$ cat config.mk
export PLATFORM = sky130hd
export DESIGN_NAME = apb_master_bridge
export DESIGN_NICKNAME = d
export VERILOG_FILES = /design/src/rtl/apb_master_bridge.sv
export SDC_FILE = /design/constraint.sdc
export NUM_CORES = 1
export LEC_CHECK = 0
export ABC_CLOCK_PERIOD_IN_PS = 2800
export BUFFER_PORTS_ARGS = -buffer_cell sky130_fd_sc_hd__clkbuf_2
export CORE_MARGIN = 1
export CORE_UTILIZATION = 51
export DETAILED_ROUTE_END_ITERATION = 8
export PLACE_DENSITY_LB_ADDON = 0.25
export SLEW_MARGIN = 25
export SYNTH_ARGS = -nofsm -noshare
export SYNTH_HDL_FRONTEND = slang
export SYNTH_SLANG_ARGS = --single-unit
$ cat constraint.sdc
create_clock -name PCLK -period 2.8 [get_ports PCLK]
set_input_delay 0.28 -clock PCLK [delete_from_list [all_inputs] [get_ports PCLK]]
set_output_delay 0.28 -clock PCLK [all_outputs]
set_load 0.01 [all_outputs]
$ cat src/rtl/apb_master_bridge.sv
// APB requester bridging a command/response port onto the SPI peripheral's
// APB register interface. One transfer outstanding; stalled ACCESS phases
// are aborted after a programmable number of wait cycles.
module apb_master_bridge #(
  parameter int unsigned ADDR_W  = 3,
  parameter int unsigned DATA_W  = 8,
  parameter int unsigned TIMEOUT = 15,
  parameter int unsigned TO_W    = 4
) (
  input  logic              PCLK,
  input  logic              PRESETn,
  input  logic              cmd_valid,
  output logic              cmd_ready,
  input  logic              cmd_write,
  input  logic [ADDR_W-1:0] cmd_addr,
  input  logic [DATA_W-1:0] cmd_wdata,
  output logic              rsp_valid,
  output logic [DATA_W-1:0] rsp_rdata,
  output logic              rsp_err,
  output logic              rsp_timeout,
  output logic              busy,
  output logic              PSEL,
  output logic              PENABLE,
  output logic              PWRITE,
  output logic [ADDR_W-1:0] PADDR,
  output logic [DATA_W-1:0] PWDATA,
  input  logic [DATA_W-1:0] PRDATA,
  input  logic              PREADY,
  input  logic              PSLVERR
);

  typedef enum logic [1:0] {
    ST_IDLE,
    ST_SETUP,
    ST_ACCESS
  } state_t;

  // Counter value seen on the last permitted stalled ACCESS cycle.
  localparam logic [TO_W-1:0] TO_LAST = (TIMEOUT == 0) ? '0 : TO_W'(TIMEOUT - 1);

  state_t            state, state_nxt;
  logic [TO_W-1:0]   cnt, cnt_nxt;
  logic              psel_nxt, penable_nxt, pwrite_nxt, busy_nxt;
  logic [ADDR_W-1:0] paddr_nxt;
  logic [DATA_W-1:0] pwdata_nxt;
  logic              rsp_valid_nxt, rsp_err_nxt, rsp_timeout_nxt;
  logic [DATA_W-1:0] rsp_rdata_nxt;
  logic              timeout_hit;

  assign cmd_ready   = (state == ST_IDLE);
  assign timeout_hit = (TIMEOUT != 0) && (cnt == TO_LAST);

  // Next-state and next-value logic for every registered output.
  always_comb begin
    state_nxt       = state;
    cnt_nxt         = cnt;
    psel_nxt        = PSEL;
    penable_nxt     = PENABLE;
    pwrite_nxt      = PWRITE;
    paddr_nxt       = PADDR;
    pwdata_nxt      = PWDATA;
    rsp_valid_nxt   = 1'b0;
    rsp_rdata_nxt   = rsp_rdata;
    rsp_err_nxt     = rsp_err;
    rsp_timeout_nxt = rsp_timeout;
    unique case (state)
      ST_IDLE: begin
        if (cmd_valid) begin
          state_nxt   = ST_SETUP;
          psel_nxt    = 1'b1;
          penable_nxt = 1'b0;
          pwrite_nxt  = cmd_write;
          paddr_nxt   = cmd_addr;
          pwdata_nxt  = cmd_write ? cmd_wdata : '0;
        end
      end
      ST_SETUP: begin
        state_nxt   = ST_ACCESS;
        penable_nxt = 1'b1;
        cnt_nxt     = '0;
      end
      ST_ACCESS: begin
        if (PREADY) begin
          state_nxt       = ST_IDLE;
          psel_nxt        = 1'b0;
          penable_nxt     = 1'b0;
          rsp_valid_nxt   = 1'b1;
          rsp_err_nxt     = PSLVERR;
          rsp_timeout_nxt = 1'b0;
          rsp_rdata_nxt   = PWRITE ? '0 : PRDATA;
        end else if (timeout_hit) begin
          state_nxt       = ST_IDLE;
          psel_nxt        = 1'b0;
          penable_nxt     = 1'b0;
          rsp_valid_nxt   = 1'b1;
          rsp_err_nxt     = 1'b1;
          rsp_timeout_nxt = 1'b1;
          rsp_rdata_nxt   = '0;
        end else if (cnt != '1) begin
          cnt_nxt = cnt + TO_W'(1);
        end
      end
      default: state_nxt = ST_IDLE;
    endcase
    busy_nxt = (state_nxt != ST_IDLE);
  end

  // State register and registered APB / response outputs.
  always_ff @(posedge PCLK or negedge PRESETn) begin
    if (!PRESETn) begin
      state       <= ST_IDLE;
      cnt         <= '0;
      PSEL        <= 1'b0;
      PENABLE     <= 1'b0;
      PWRITE      <= 1'b0;
      PADDR       <= '0;
      PWDATA      <= '0;
      rsp_valid   <= 1'b0;
      rsp_rdata   <= '0;
      rsp_err     <= 1'b0;
      rsp_timeout <= 1'b0;
      busy        <= 1'b0;
    end else begin
      state       <= state_nxt;
      cnt         <= cnt_nxt;
      PSEL        <= psel_nxt;
      PENABLE     <= penable_nxt;
      PWRITE      <= pwrite_nxt;
      PADDR       <= paddr_nxt;
      PWDATA      <= pwdata_nxt;
      rsp_valid   <= rsp_valid_nxt;
      rsp_rdata   <= rsp_rdata_nxt;
      rsp_err     <= rsp_err_nxt;
      rsp_timeout <= rsp_timeout_nxt;
      busy        <= busy_nxt;
    end
  end

endmodule

Word level (Yosys, flattened, before mapping)
Index checks and enable logic that the tools add are counted.

Bits of input ports: 25. Flip-flop bits (word level): 32. Logic and storage cells: 57.

Multiplexer cells: 24. Eq/ne operators: 9. Reductions and logical operators: 11. Add/sub/neg operators: 1.

Operators by type and width (count): $mux W8 (4); $mux W4 (3); $mux W1 (10); $ne A2 B2 Y1 const B (4); $pmux W4 S2 (1); $reduce_bool A2 Y1 (4); $mux W2 (3); $pmux W2 S3 (1); $reduce_and A3 Y1 (2); $add A4 B1 Y4 const B (1); $eq A4 B4 Y1 const B (1); $ne A4 B4 Y1 const B (1); $reduce_and A2 Y1 (2); $reduce_and A4 Y1 (1); $ne A3 B3 Y1 const B (1); $pmux W1 S3 (1); $reduce_bool A3 Y1 (1); $eq A2 B1 Y1 const B (1); $eq A2 B2 Y1 const B (1); $logic_not A2 Y1 (1); $pmux W1 S2 (1).

Logic depth before layout (Yosys ltp)
Depth after elaboration: 5. Gate-level depth with buffers: 6.

Worst setup path after synthesis
OpenSTA, ideal clock, no wires.

Path kind: register to register. Start point: register state[0]. End point: register PADDR[0]. Cell stages (with the launch flop): 6. Clock period less this slack: 1.476 ns. Slack: 1.324 ns. Arrival: 1.351 ns. Buffers on the path: 2. Required time: 2.675 ns. Setup time: 0.125 ns. Cell sequence: dfrtp_1 buf_6 or3b_1 buf_6 inv_4 mux2_2.

Cells in the longest elaborated chain, start to end: 2.

RTL lines: from (decl) (RTL line 41) `state_t state, state_nxt;`; from (signal assigned) (RTL line 124) `state <= state_nxt;`; $logic_not A2 Y1 (RTL line 66) `unique case (state)`; $reduce_and A2 Y1 (no line); to (signal assigned) (RTL line 129) `PADDR <= paddr_nxt;`; to (decl) (RTL line 25) `output logic [ADDR_W-1:0] PADDR,`.

Every way passes these cells. A chain may end at the register's enable or synchronous reset.

Worst setup path after layout
Start point: register state[1]. End point: register PADDR[1].

Same word-level chain as after synthesis.

==> results.yml <==
final_layout:
  nFillCells: 205
  fin_util: 0.6737
  drive_gt1_frac: 0.3873
  num-nets-final: 199
  final_area_um2: 1684
  area_growth_pct: 23.26
  num_antenna_cells: 0
setup_path:
  cpLargestDelayFamily: "simple AND/OR/NAND/NOR gates"
  worstReg2RegStart: "state[1]"
  rr_endpoint: "PADDR[1]"
  arrival_ps: 2030
  path_class: "flip-flop to flip-flop"
  startpoint_type: "flip-flop"
  required_ps: 3010
  cp_cell_sequence: "or3b_1, inv_4, mux2_2"
  r2r_slack_ps: 980
  cp_max_fo: 19
  r2r_cells: 3
  critPathSlowestCell: "or3b_1"
  path_buf_inv: 1
  worstSetupEndpointType: "flip-flop"
  cpPeakStageDelay_ps: 690
place:
  place.gp.congestion: 0.8736
  dp_hpwl_um: 1933
  dpl_cell_area_um2: 1608
  port_buffers: 51
grt:
  antenna_found_initial: 0
  grtUsageMet3: 0.08757
  busiest_layer: "met2"
  grt_pass1_vias: 1059
  gr-total-overflow: 0
  track_usage: 0.2186
  grtUsageMet2: 0.3313
  grt_max_degree: 33
  grt_pass1_wl_um: 4284
  grt_use_met1: 0.2587
floorplan:
  die_h_um: 53.76
  fp.coreArea_um2: 2500
  dieWidth_um: 53.76
  start_util: 0.5465
  fp-row-count: 18
  dieArea_um2: 2890
  ios: 52
drt:
  viasPerCell: 5.320
  drc: 0
  drt-total-wl_um: 2693
  drtIter0Drc: 15
  ant_nets: 0
  wl_per_cell_um: 13.27
  num_vias: 1080
  dr.pass1.iters: 4
sta:
  tns_ps: 0
  fmax_mhz: 550.6
  final-setup-viol-count: 0
  hold_violations: 0
  timing.final.crit_share: 0.6486
  max-slew-margin-rel: 0.4885
  finalMaxSlewViolations: 0
  skew_ps: 5.868
  fin_crit_ps: 1816
  worst_pin_slew_ps: 767.2
  rsz0062_at_grt: "false"
worst_hold_path:
  hold_path.class: "primary input to asynchronous set/reset pin"
power:
  total_power_mw: 1.683
  seqPwrFrac: 0.450
  netSwitchingFraction: 0.3522
  ir_drop_v: 0.0005844
  power_frac_clock: 0.200
  power_frac_comb: 0.350
  p_switching_mw: 0.5930
  p_per_area_nw_per_um2: 999.6
  p_leak_nw: 0.8776
  internal-power_mw: 1.090
synthesis:
  synth_nets: 148
  yosysUniqueCellTypes: 35
  synth_top_flop_cell: "dfrtp_1"
  synthArstFlopShare: 1.000
  ys_seq_area_frac: 0.5861
  synth_cells: 121
  synth_area_um2: 1366
  ys_ff_latch: 32
  synth-edff-count: 0
  yosys_warnings: 0
  syn_avg_cell_area_um2: 11.29
status:
  status: "completed"
clock_tree:
  cts-resized-gates: 0
  clk_latency_ps: 330
  ctsHoldBuffers: 0
  clock-sinks: 32
  cts_setup_buffers: 0
  cts_buffers: 5
  clkTransAtPathRegs_ps: 90
  cts_tree: "done"
  clk_path_buf_depth: 2
  htreeDepth: 2
  root_buffer: "clkbuf_4"
run:
  maxCapViolations: 0
==> logic make-up (layout without fill, tap and decap cells) <==
group                      count (synthesis)  in the layout  synth area share
AOI/OAI and AO/OA                         31             31            0.1548
adders and majority gates                  3              3           0.02564
buffers and inverters                     11             63           0.05036
DFF                                       32             32            0.5861
muxes                                      4              4           0.03571
and+or+nand+nor                           40             40            0.1474
==> state kept, by name, indices dropped and copies added, names as in the netlist <==
| signal | cells |
|---|---|
| PWRITE | 1 |
| PADDR | 3 |
| rsp_timeout | 1 |
| cnt | 4 |
| PSEL | 1 |
| PWDATA | 8 |
| rsp_err | 1 |
| state | 2 |
| rsp_valid | 1 |
| busy | 1 |
| PENABLE | 1 |
| rsp_rdata | 8 |
==> power groups by stage <==
| stage | logic (mW) | clock network [mW] | registers, mW |
|---|---|---|---|
| 6_report | 0.588 | 0.337 | 0.758 |
| 5_1_grt | 0.662 | 0.371 | 0.782 |
| 4_1_cts | 0.598 | 0.350 | 0.760 |
| 3_5_place_dp | 0.596 | 0 | 0.765 |
| 3_3_place_gp | 0.579 | 0 | 0.756 |
| 2_1_floorplan | 0.342 | 0 | 0.804 |
==> cell usage in the layout, fill, tap and decap left out, types with 2 or more instances in the layout <==
cell type / n
a21oi_1: 3
a22o_1: 8
clkbuf_2: 51
clkbuf_4: 5
dfrtp_1: 32
ha_1: 2
inv_1: 2
mux2_2: 3
nand2_1: 20
nand2b_1: 2
nor2_1: 8
nor3b_1: 3
o21ai_0: 9
o21ai_1: 2
o22ai_1: 2
==> per-layer routing <==
layer  wire length (um)  vias up  share of wire
met1               1180      510           0.44
met4                 76        0          0.028
met5                  0        -              0
met2               1281       34           0.48
met3                155        9          0.058
li1                   -      527              -
==> Yosys cell counts, drive strengths merged, types with 2 or more instances <==
cell	n	area share
a21oi	3	0.011
dfrtp	32	0.59
a22o	8	0.051
inv	4	0.013
o22ai	2	0.0092
nor3b	4	0.026
nor2	8	0.022
nand2	21	0.060
buf	6	0.035
nand2b	2	0.0092
o21ai	11	0.040
mux2	4	0.036
ha	2	0.018
==> worst register-to-register path: stages, from the launching register on <==
cell and delay [ps]:
dfrtp_1 500, or3b_1 690, inv_4 170, mux2_2 350
==> layout make-up <==
cell class              instances  area (um2)  area share
repair buffers                 51       255.2      0.1516
inverters                       4       17.52     0.01040
clock buffers                   6       41.29     0.02452
flip-flops and latches         32       800.8      0.4755
well taps                      30       37.54     0.02229
multi-input cells              78       496.7      0.2949
clock inverters                 2       35.03     0.02080
==> worst max path at each step <==
stage                  start  endpoint  slack, ps  cells past startpoint
CTS                 state[1]  PADDR[1]        980                      3
floorplan           state[0]  PADDR[0]       1320                      5
global placement    state[1]  PADDR[1]       1060                      3
finish              state[1]  PADDR[1]        980                      3
detailed placement  state[1]  PADDR[1]       1000                      3
global route        state[1]  PADDR[1]        890                      3
==> stage by stage <==
stage               std cells  hold WS (ps)  setup slack, ps
global route              203         49.53            890.7
finish                    203         6.797            983.9
floorplan                 121        -15.59             1324
detailed placement        195         393.7            997.0
global placement          195         381.7             1059
CTS                       203         22.63            976.3
(Power assumes the default switching activity.)
